[config.mk]
export PLATFORM = sky130hd
export DESIGN_NAME = vip_sync_fifo
export DESIGN_NICKNAME = d
export VERILOG_FILES = /design/src/rtl/vip_sync_fifo_pkg.sv /design/src/rtl/vip_fifo_ram.sv /design/src/rtl/vip_sync_fifo.sv
export SDC_FILE = /design/constraint.sdc
export NUM_CORES = 1
export LEC_CHECK = 0
export CAP_MARGIN = 10
export CORE_MARGIN = 2
export CORE_UTILIZATION = 60
export DETAILED_ROUTE_END_ITERATION = 10
export DONT_BUFFER_PORTS = 1
export PLACE_DENSITY = 0.75
export SLEW_MARGIN = 20
export SYNTH_ARGS = -nofsm -noshare
export SYNTH_HDL_FRONTEND = slang
export SYNTH_SLANG_ARGS = --single-unit
[constraint.sdc]
create_clock -name clock -period 5.4 [get_ports clock]
set_input_delay 0 -clock clock [delete_from_list [all_inputs] [get_ports clock]]
set_output_delay 0 -clock clock [all_outputs]
set_load 0.01 [all_outputs]
[src/rtl/vip_sync_fifo_pkg.sv]
// Shared VIP definitions: default pixel width and FIFO sizing used by core and FIFO.
package vip_sync_fifo_pkg;
   localparam int VIP_DWIDTH        = 24;  // 8b RGB x3
   localparam int VIP_FIFO_AWIDTH   = 4;   // 16 entries
   localparam int VIP_FIFO_AF_LEVEL = 12;
endpackage

[src/rtl/vip_fifo_ram.sv]
// Simple dual-port RAM for the pixel FIFO: one write port, one registered read port.
// Read is read-first with respect to a same-address write on the same edge, which the
// full+read+write case relies on (the oldest word is read while its slot is refilled).
module vip_fifo_ram
   import vip_sync_fifo_pkg::*;
#(
   parameter int DWIDTH = VIP_DWIDTH,
   parameter int AWIDTH = VIP_FIFO_AWIDTH
) (
   input  logic              clock,
   input  logic              reset,
   input  logic              we,
   input  logic [AWIDTH-1:0] waddr,
   input  logic [DWIDTH-1:0] wdata,
   input  logic              re,
   input  logic [AWIDTH-1:0] raddr,
   output logic [DWIDTH-1:0] rdata
);
   localparam int DEPTH = 2 ** AWIDTH;

   logic [DWIDTH-1:0] mem [DEPTH];

   // Storage write; contents are deliberately left uninitialised across reset.
   always_ff @(posedge clock) begin
      if (we) mem[waddr] <= wdata;
   end

   // Output register: loads on read enable, holds otherwise, clears on reset.
   always_ff @(posedge clock) begin
      if (reset)   rdata <= '0;
      else if (re) rdata <= mem[raddr];
   end
endmodule

[src/rtl/vip_sync_fifo.sv]
// Single-clock pixel FIFO with 1-cycle read latency, fill level, almost-full and sticky
// overflow/underflow flags. Flags are registered and derived from the next count so they
// change on the same edge as usedw.
module vip_sync_fifo
   import vip_sync_fifo_pkg::*;
#(
   parameter int DWIDTH   = VIP_DWIDTH,
   parameter int AWIDTH   = VIP_FIFO_AWIDTH,
   parameter int AF_LEVEL = VIP_FIFO_AF_LEVEL
) (
   input  logic              clock,
   input  logic              reset,
   input  logic [DWIDTH-1:0] ff_wdata,
   input  logic              ff_wrreq,
   output logic              ff_full,
   output logic [DWIDTH-1:0] ff_rdata,
   input  logic              ff_rdreq,
   output logic              ff_empty,
   output logic [AWIDTH:0]   usedw,
   output logic              almost_full,
   output logic              overflow,
   output logic              underflow,
   input  logic              flag_clr
);
   localparam int              DEPTH   = 2 ** AWIDTH;
   localparam logic [AWIDTH:0] DEPTH_C = (AWIDTH + 1)'(DEPTH);
   localparam logic [AWIDTH:0] AF_C    = (AWIDTH + 1)'(AF_LEVEL);

   logic [AWIDTH-1:0] wr_ptr, rd_ptr;
   logic [AWIDTH:0]   cnt_nxt;
   logic              wr_acc, rd_acc;
   logic              ovf_evt, unf_evt;

   // A read frees a slot on the same edge, so a full FIFO still accepts rd+wr together.
   assign rd_acc  = ff_rdreq & ~ff_empty;
   assign wr_acc  = ff_wrreq & (~ff_full | rd_acc);
   assign ovf_evt = ff_wrreq & ~wr_acc;
   assign unf_evt = ff_rdreq & ff_empty;

   // Next fill level from the accepted request pair.
   always_comb begin
      cnt_nxt = usedw;
      case ({wr_acc, rd_acc})
         2'b10:   cnt_nxt = usedw + 1'b1;
         2'b01:   cnt_nxt = usedw - 1'b1;
         default: cnt_nxt = usedw;
      endcase
   end

   // Pointers, count and status flags.
   always_ff @(posedge clock) begin
      if (reset) begin
         wr_ptr      <= '0;
         rd_ptr      <= '0;
         usedw       <= '0;
         ff_empty    <= 1'b1;
         ff_full     <= 1'b0;
         almost_full <= 1'b0;
      end else begin
         if (wr_acc) wr_ptr <= wr_ptr + 1'b1;
         if (rd_acc) rd_ptr <= rd_ptr + 1'b1;
         usedw       <= cnt_nxt;
         ff_empty    <= (cnt_nxt == '0);
         ff_full     <= (cnt_nxt == DEPTH_C);
         almost_full <= (cnt_nxt >= AF_C);
      end
   end

   // Sticky debug flags; a new error in the clear cycle wins over the clear.
   always_ff @(posedge clock) begin
      if (reset) begin
         overflow  <= 1'b0;
         underflow <= 1'b0;
      end else begin
         overflow  <= (overflow  & ~flag_clr) | ovf_evt;
         underflow <= (underflow & ~flag_clr) | unf_evt;
      end
   end

   vip_fifo_ram #(
      .DWIDTH (DWIDTH),
      .AWIDTH (AWIDTH)
   ) u_ram (
      .clock (clock),
      .reset (reset),
      .we    (wr_acc & ~reset),
      .waddr (wr_ptr),
      .wdata (ff_wdata),
      .re    (rd_acc & ~reset),
      .raddr (rd_ptr),
      .rdata (ff_rdata)
   );
endmodule
==> results of run 1 <==
-- registers in the layout, summed over array words and instances, names as in the netlist --
signal       flops
u_ram.mem      384
u_ram.rdata     24
usedw            5
rd_ptr           4
wr_ptr           4
almost_full      1
ff_empty         1
ff_full          1
overflow         1
underflow        1
-- final cells by class --
type                    instances  area share
multi-input cells             303       0.200
repair buffers                 53      0.0275
inverters                       8     0.00164
clock inverters                21      0.0109
well taps                     341      0.0232
diodes                          1    0.000136
clock buffers                  56      0.0617
flip-flops and latches        426       0.674
-- synth_stat cells, drive strengths merged, types with 6 or more instances --
cell / instances
edfxtp: 384
mux4: 96
mux2i: 50
dfxtp: 42
nand2: 38
nor2: 31
o221ai: 24
buf: 23
clkbuf: 20
ha: 8
inv: 8
xor2: 6
-- power by group --
| group | switching [mW] | internal (mW) |
|---|---|---|
| Combinational | 0.417 | 0.411 |
| Clock | 1.17 | 1.63 |
| Sequential | 0.130 | 3.67 |
| Total | 1.72 | 5.71 |
-- critical path, delay by kind of cell (launching register included) --
kind,cells,cell delay [ps]
compound gates,3,700
fa+ha+maj,2,650
simple gates,3,510
flops,1,360
mux,1,340
xor+xnor,1,220
buf+inv,1,150
-- cells by family (layout without fill, tap and decap cells) --
| kind of cell | after synthesis | after routing | share of synthesized area |
|---|---|---|---|
| flip-flops | 426 | 426 | 0.762 |
| multiplexers | 146 | 146 | 0.164 |
| AND/OR/NAND/NOR | 95 | 95 | 0.0262 |
| buffers and inverters | 51 | 138 | 0.0152 |
| AO/OA/AOI/OAI | 44 | 44 | 0.0216 |
| XOR/XNOR | 10 | 10 | 0.00539 |
| adder cells (fa/ha/maj) | 8 | 8 | 0.00616 |
| other | 0 | 1 | 0 |
-- path summary, 6_finish.rpt --
check,cells past startpoint,startpoint,endpoint
setup / recovery,11,ff_empty$_SDFF_PP1_,almost_full$_SDFF_PP0_
setup reg to reg,11,ff_empty$_SDFF_PP1_,almost_full$_SDFF_PP0_
hold reg to reg,2,rd_ptr[3]$_SDFFE_PP0P_,rd_ptr[3]$_SDFFE_PP0P_
hold / removal,3,reset,u_ram.mem[2][2]$_DFFE_PP_
-- routing by layer --
metal,wire length [um],vias to the layer above
met5,0,-
met4,716,0
met3,2030,52
met2,18100,354
met1,13000,4153
li1,-,3316
==> out/metrics.cfg, run 1 <==
[floorplanning]
dieArea_sq_um=28400
die_y_um=169
core_sq_um=26800
die_w_um=169
initial_utilization=0.606
io_pins=63
num_rows=60

[placed_design]
dpl.cell_count=1100
dp_hpwl_mm=19.7
pre_cts_slack_ps=2400
place_congestion=0.775
port_buffers=0
placed_area_sq_um=16700

[grt]
gr-total-overflow=0
grt_pass1_vias=8205
grt_use_met1=0.324
grt.met2_usage=0.436
track_usage=0.247
antenna_found_initial=1
grt_max_degree=78
busiest_layer=met2
grt_first_pass_wirelength_mm=51.7
grtUsageMet3=0.0390

[drt]
wl_per_cell_um=28.0
drt-total-wl_mm=33.8
vias_per_cell=6.51
drtIter0Drc=800
dr.pass1.iters=5
postRouteAntennaNets=0
dr_total_vias=7875
drc=0

[power_and_ir_drop]
leakage_nw=5.68
total_power_mw=7.43
ir_drop_v=0.000344
p_per_area_nw_per_um2=405

[clocking]
clockBufferDepth=3
ctsHoldBuffers=30
htree_levels=2
root_buffer=clkbuf_16
clk_pin_slew_ps=60
cts_tree=done
worst_skew_pair.late_latency_ps=530
cts_resized=0
cts_buffers=42
postCtsSetupBuffers=0
cts.sinks=426

[synth]
synth.distinct_cells=38
synth_top_area_share=0.710
synth_area_leaders=edfxtp_1 71%, mux4_2 13%, dfxtp_1 5.2%
synth_top_area_cell=edfxtp_1
synth_area_sq_um=16200
syn-num-nets=817
yosysSeqAreaShare=0.762
synth_seq_cells=426
synth_edf_count=384
yosys_warnings=0
syn-instance-count=780
avgSynthCellArea_sq_um=20.8
synthFlopType=edfxtp_1
synth-async-reset-ratio=0

[layout]
final_cell_mix=384 x edfxtp_1, 96 x mux4_2, 50 x mux2i_1
nets=871
fill_cells=1598
final_common_cell=edfxtp_1
syn2layout_area_growth_pct=13.0
finalNonFillerCells=1209
multi_input_area_sq_um=3680
design_area_sq_um=18400
drive_gt1_frac=0.232
seqCellArea_sq_um=12400
finalCoreUtilization=0.685

[hold_path]
hp-class=in2reg

[worst_setup_path]
reg2reg_slack_ps=2320
slowest_stage=ha_1
crit_type=reg2reg
critical-path-max-stage-delay_ps=370
crit_path_start_kind=register
crit_chain=nand2b_1 > a21boi_2 > inv_1 > ha_1 > xor2_1 > ha_1 > nor2_1 > o31ai_1 > nand4_1 > mux2i_1 > o31ai_1
required_ps=5790
cp_max_fo=12
arrival_ps=3470
crit_path_end_kind=register

[sta]
fmax_ghz=0.324
clock_skew_ps=15.4
rsz0062_at_grt=no
setup_viol=0
finalMaxSlewViolations=0
fin_crit_sh=0.571
slew_headroom=0.322
fin_ws_ps=2320
hold_viol=0
hold_slack_ps=86.3
worst_slew_pin_slew_ps=1010
period_needed_ps=3080
fin_setup_tns_ps=0

[run]
maxCapViolations=0

[outcome]
outcome=finished, final reports clean

Note: power is estimated with default switching activity, not from simulation.
==> run 2: changes to the inputs <==
--- a/config.mk
+++ b/config.mk
@@ -7,10 +7,10 @@
 export LEC_CHECK = 0
 export CAP_MARGIN = 10
 export CORE_MARGIN = 2
-export CORE_UTILIZATION = 60
+export CORE_UTILIZATION = 57
 export DETAILED_ROUTE_END_ITERATION = 10
 export DONT_BUFFER_PORTS = 1
-export PLACE_DENSITY = 0.75
+export PLACE_DENSITY = 0.74
 export SLEW_MARGIN = 20
 export SYNTH_ARGS = -nofsm -noshare
 export SYNTH_HDL_FRONTEND = slang
==> constraint.sdc (replaced) <==
create_clock -name clock -period 2.8 [get_ports clock]
set_input_delay 0 -clock clock [delete_from_list [all_inputs] [get_ports clock]]
set_output_delay 0 -clock clock [all_outputs]
set_load 0.01 [all_outputs]
==> run 2 against run 1 <==
Maximum frequency grew 19%; sequential share of layout area decreased by 1.3 points; die area is 5.1% higher; core utilization shrank 1.5 points; power rose by 97%; combinational power rose by 97%; cell area is 1.9% higher; non-clock buffer count is 17 higher; critical path depth unchanged.
==> out/metrics.cfg, run 2 (same netlist as run 1, synthesis figures left out) <==
[outcome]
outcome=finished, final reports clean

[sta]
slew_headroom=0.566  ; +0.244
worst_slew_pin_slew_ps=649  ; -362 ps
setup_viol=0  ; unchanged
clock_skew_ps=9.89  ; -5.53 ps
period_needed_ps=2600  ; -488 ps
fmax_ghz=0.385  ; +19%
fin_crit_sh=0.927  ; +0.356
hold_viol=0  ; unchanged
finalMaxSlewViolations=0  ; unchanged
rsz0062_at_grt=no
fin_setup_tns_ps=0  ; unchanged

[clocking]
htree_levels=2  ; unchanged
cts_tree=done
postCtsSetupBuffers=0  ; unchanged
clockBufferDepth=3  ; unchanged
cts.sinks=426  ; unchanged
clk_pin_slew_ps=60  ; about the same
worst_skew_pair.late_latency_ps=530  ; about the same
cts_buffers=42  ; unchanged
root_buffer=clkbuf_16

[grt]
grt.met2_usage=0.391  ; -0.0455
grt_pass1_vias=8388  ; +2.2%
grt_use_met1=0.296  ; -0.0280
grtUsageMet3=0.0396  ; +0.000532
busiest_layer=met2
antenna_found_initial=1  ; unchanged
grt_max_degree=51  ; -35%
gr-total-overflow=0  ; unchanged
track_usage=0.224  ; -0.0228
grt_first_pass_wirelength_mm=50.5  ; -2.4%

[drt]
drc=0  ; unchanged
drt-total-wl_mm=32.7  ; -3.3%
wl_per_cell_um=25.9  ; -7.5%
vias_per_cell=6.28  ; -3.6%
dr_total_vias=7935  ; +0.76%
postRouteAntennaNets=0  ; unchanged
drtIter0Drc=953  ; +19%
dr.pass1.iters=5  ; unchanged

[floorplanning]
io_pins=63  ; unchanged
die_w_um=173  ; +2.5%
initial_utilization=0.582  ; -0.0246
num_rows=61  ; +1.7%
die_y_um=173  ; +2.5%
core_sq_um=27900  ; +4.2%
dieArea_sq_um=29900  ; +5.1%

[worst_setup_path]
crit_type=reg2reg
r2r_end=almost_full$_SDFF_PP0_
crit_path_end_kind=register
cp-startpoint=ff_empty$_SDFF_PP1_
crit_path_start_kind=register
reg2reg_slack_ps=200  ; -2110 ps
required_ps=3190  ; -2600 ps
r2r-start=ff_empty$_SDFF_PP1_
cp_max_fo=6  ; -6
ff2ff_path_depth=11  ; unchanged
arrival_ps=2980  ; -490 ps

[power_and_ir_drop]
p_per_area_nw_per_um2=782  ; +93%
ir_drop_v=0.000639  ; +86%
total_power_mw=14.6  ; +97%
leakage_nw=5.81  ; +2.3%

[layout]
largest_register=u_ram.mem
largest_reg_flops=384  ; unchanged
final_common_cell=edfxtp_1
syn2layout_area_growth_pct=15.2
reg_top3=u_ram.mem (384), u_ram.rdata (24), usedw (5)
final_cell_mix=384 x edfxtp_1, 96 x mux4_2, 49 x mux2i_1
nets=888  ; +2.0%
drive_gt1_frac=0.254  ; +0.0224
fill_cells=1773  ; +11%

[hold_path]
min_path_cells=4  ; +1
hold_path_startpoint=reset
hp-class=in2reg
min_delay_worst_endpoint=u_ram.rdata[14]$_SDFFE_PP0P_

[placed_design]
port_buffers=0  ; unchanged
place_congestion=0.880  ; +14%
dp_hpwl_mm=18.2  ; -7.5%

[run]
maxCapViolations=0  ; unchanged

[run 2: where the power goes]
part | switching, mW | total (mW) | internal (mW)
logic | 0.788 | 1.63 | 0.842
clock network | 2.25 | 5.69 | 3.45
registers | 0.228 | 7.31 | 7.08
[run 2: layout make-up]
| class | instances | area (sq um) | area share |
|---|---|---|---|
| inverters | 8 | 30.0 | 0.00160 |
| repair buffers | 70 | 698 | 0.0373 |
| diodes | 1 | 2.50 | 0.000134 |
| multi-input cells | 303 | 3710 | 0.198 |
| clock inverters | 22 | 235 | 0.0126 |
| clock buffers | 56 | 1190 | 0.0634 |
| flip-flops and latches | 426 | 12400 | 0.661 |
| well taps | 378 | 473 | 0.0253 |
[run 2: worst max-delay path by stage]
stage	end	slack, ps
after CTS	almost_full$_SDFF_PP0_	180
after detailed placement	almost_full$_SDFF_PP0_	210
after global placement	ff_full$_SDFF_PP0_	360
after floorplan	u_ram.mem[13][0]$_DFFE_PP_	130
final	almost_full$_SDFF_PP0_	200
after global routing	almost_full$_SDFF_PP0_	30
[run 2: what timing repair did]
item	CTS	global route
endpoints found under the hold margin	402	0
resized for setup	0	2
endpoints found under the setup margin	0	4
hold buffers	29	0
[run 2: per-stage QoR]
stage | instance area (sq um) | hold slack, ps | worst slack, ps | util | cells
after floorplan | 16300 | 98.9 | 126 | - | 780
after global placement | 17000 | 67.7 | 360 | 0.608 | 1156
after detailed placement | 17000 | 63.4 | 211 | 0.608 | 1156
after CTS | 18700 | 11.2 | 184 | 0.670 | 1263
after global routing | 18700 | 46.3 | 34.3 | 0.670 | 1264
final | 18700 | 29.3 | 204 | 0.670 | 1264
[run 2: layer usage]
layer	wire [um]	vias to the layer above	share of wire
met1	13200	4221	0.40
met4	641	0	0.020
met3	1870	58	0.057
met2	17000	295	0.52
li1	-	3361	-
met5	0	-	0
[run 2: critical path, cell delays in order (launching register included)]
cell and delay [ps]:
dfxtp_1 350, nand2b_1 250, a21boi_2 200, inv_1 100, ha_1 230, xor2_1 170, ha_2 260, nor2_1 80
nand4b_1 220, nand4_1 170, mux2i_2 320, o31ai_1 110
==> run 3: changes to the inputs <==
--- a/config.mk
+++ b/config.mk
@@ -11,6 +11,7 @@
 export DETAILED_ROUTE_END_ITERATION = 10
 export DONT_BUFFER_PORTS = 1
 export PLACE_DENSITY = 0.74
+export REMOVE_ABC_BUFFERS = 1
 export SLEW_MARGIN = 20
 export SYNTH_ARGS = -nofsm -noshare
 export SYNTH_HDL_FRONTEND = slang
==> run 3 against run 2 <==
Clock power fell by 3%; critical endpoint unchanged; core utilization fell by 0.13 points; global-route usage rose by 0.95 points.
==> out/metrics.cfg, run 3 (same netlist as run 1, synthesis figures left out) <==
[floorplanning]
initial_utilization=0.582  ; unchanged
core_sq_um=27900  ; unchanged
io_pins=63  ; unchanged
num_rows=61  ; unchanged
dieArea_sq_um=29900  ; unchanged
die_w_um=173  ; unchanged
die_y_um=173  ; unchanged

[drt]
wl_per_cell_um=26.9  ; +4.1%
dr.pass1.iters=5  ; unchanged
postRouteAntennaNets=0  ; unchanged
drt-total-wl_mm=34.2  ; +4.6%
dr_total_vias=7943  ; +0.10%
drc=0  ; unchanged
vias_per_cell=6.25  ; -0.37%
drtIter0Drc=709  ; -26%

[sta]
finalMaxSlewViolations=0  ; unchanged
worst_slew_pin_slew_ps=706  ; +57.0 ps
clock_skew_ps=13.7  ; +3.85 ps
fmax_ghz=0.384  ; -0.33%
fin_ws_ps=195  ; -8.71 ps
period_needed_ps=2600  ; +8.71 ps
setup_viol=0  ; unchanged
fin_crit_sh=0.930  ; +0.00311
slew_headroom=0.528  ; -0.0381
hold_viol=0  ; unchanged

[layout]
largest_reg_flops=384  ; unchanged
drive_gt1_frac=0.266  ; +0.0115
final_common_cell=edfxtp_1
syn2layout_area_growth_pct=15.0
design_area_sq_um=18700  ; -0.20%
largest_register=u_ram.mem
nets=895  ; +0.79%
final_cell_mix=384 x edfxtp_1, 96 x mux4_2, 49 x mux2i_1
reg_top3=u_ram.mem (384), u_ram.rdata (24), usedw (5)
n_antenna_cell=0  ; -1
finalNonFillerCells=1270  ; +0.47%

[clocking]
cts.sinks=426  ; unchanged
clk_pin_slew_ps=60  ; about the same
worst_skew_pair.late_latency_ps=540  ; about the same
clockBufferDepth=3  ; unchanged
htree_levels=2  ; unchanged
cts_tree=done
root_buffer=clkbuf_16
cts_buffers=42  ; unchanged

[worst_setup_path]
reg2reg_slack_ps=200  ; about the same
crit_chain=nand2b_4 > a21boi_2 > inv_1 > ha_1 > xor2_1 > ha_2 > nor2_1 > o31ai_1 > nand4_1 > mux2i_2 > o31ai_1
crit_path_start_kind=register
crit_path_end_kind=register
arrival_ps=3000  ; +20 ps
critical-path-max-stage-delay_ps=350  ; about the same
r2r_end=almost_full$_SDFF_PP0_
cp-startpoint=ff_empty$_SDFF_PP1_
crit_type=reg2reg
r2r-start=ff_empty$_SDFF_PP1_
ff2ff_path_depth=11  ; unchanged
crit_end=almost_full$_SDFF_PP0_
slowest_stage=dfxtp_1
crit_path_frequent_cell=o31ai_1
required_ps=3200  ; about the same
cp_max_fo=6  ; unchanged

[power_and_ir_drop]
total_power_mw=14.5  ; -0.85%
ir_drop_v=0.000566  ; -11%
p_per_area_nw_per_um2=777  ; -0.65%
leakage_nw=5.85  ; +0.69%

[grt]
track_usage=0.233  ; +0.00947
gr-total-overflow=0  ; unchanged
antenna_found_initial=0  ; -1
grt_first_pass_wirelength_mm=51.7  ; +2.4%
grt_max_degree=40  ; -22%
grt_pass1_vias=8322  ; -0.79%

[placed_design]
placed_area_sq_um=17000  ; about the same
port_buffers=0  ; unchanged
dp_hpwl_mm=18.8  ; +3.2%
dpl.cell_count=1163  ; +0.61%
place_congestion=0.779  ; -12%
pre_cts_slack_ps=127  ; -83.7 ps

[run]
maxCapViolations=0  ; unchanged

[hold_path]
hp-class=in2reg

[outcome]
outcome=finished, final reports clean

-- run 3: cell types whose count changed in the layout (fill, tap and decap cells not counted), sizes merged --
cell,change
buf,+8
inv,+3
bufinv,-2
clkbuf,-1
diode,-1
dlygate4sd3,-1
-- run 3: worst max-delay path, delay by kind of cell, from the launching register on --
family,cells,cell delay (ps)
AOI/OAI and AO/OA,3,580
buffers and inverters,1,120
and+or+nand+nor,3,430
muxes,1,300
adders and majority gates,2,510
DFF,1,350
xor gates and xnor gates,1,170
-- run 3: power breakdown --
| group | total, mW | switching [mW] | internal, mW |
|---|---|---|---|
| Combinational | 1.63 | 0.776 | 0.859 |
| Clock | 5.54 | 2.31 | 3.23 |
| Sequential | 7.34 | 0.253 | 7.08 |
-- run 3: area by class of cell --
cell class / instances / area [sq um]
timing repair buffer: 77 / 723
multi-input combinational: 303 / 3700
tap: 378 / 473
inverter: 8 / 30.0
clock buffer: 55 / 1160
sequential: 426 / 12400
fill: 1818 / 9250
clock inverter: 23 / 214
-- run 3: through the flow --
stage	TNS, ps	hold WS, ps	utilization
after global routing	-27.4	47.3	0.669
after CTS	0	6.99	0.668
after global placement	0	67.3	0.609
after floorplan	-113460	69.1	-
after detailed placement	0	67.5	0.609
final	0	24.0	0.669
-- run 3: what timing repair did --
item	CTS	global route
endpoints found under the setup margin	0	5
resized for setup	0	5
hold buffers	28	0
hold endpoints to repair	426	0
setup buffers	0	1
-- run 3: worst min-delay path by stage --
stage               startpoint                          to  slack, ps  cells past startpoint
finish                   reset  u_ram.mem[6][12]$_DFFE_PP_         20                      3
global route             reset  u_ram.mem[6][19]$_DFFE_PP_         50                      3
CTS                      reset  u_ram.mem[6][19]$_DFFE_PP_          7                      3
detailed placement       reset      rd_ptr[0]$_SDFFE_PP0P_         70                      1
global placement         reset      rd_ptr[0]$_SDFFE_PP0P_         70                      1
floorplan                reset      rd_ptr[1]$_SDFFE_PP0P_         70                      1
-- run 3: layer usage --
metal  routed length (um)  track usage
met5                    0            0
met4                 1170       0.0770
met3                 2660       0.0561
met2                17100        0.391
met1                13200        0.305
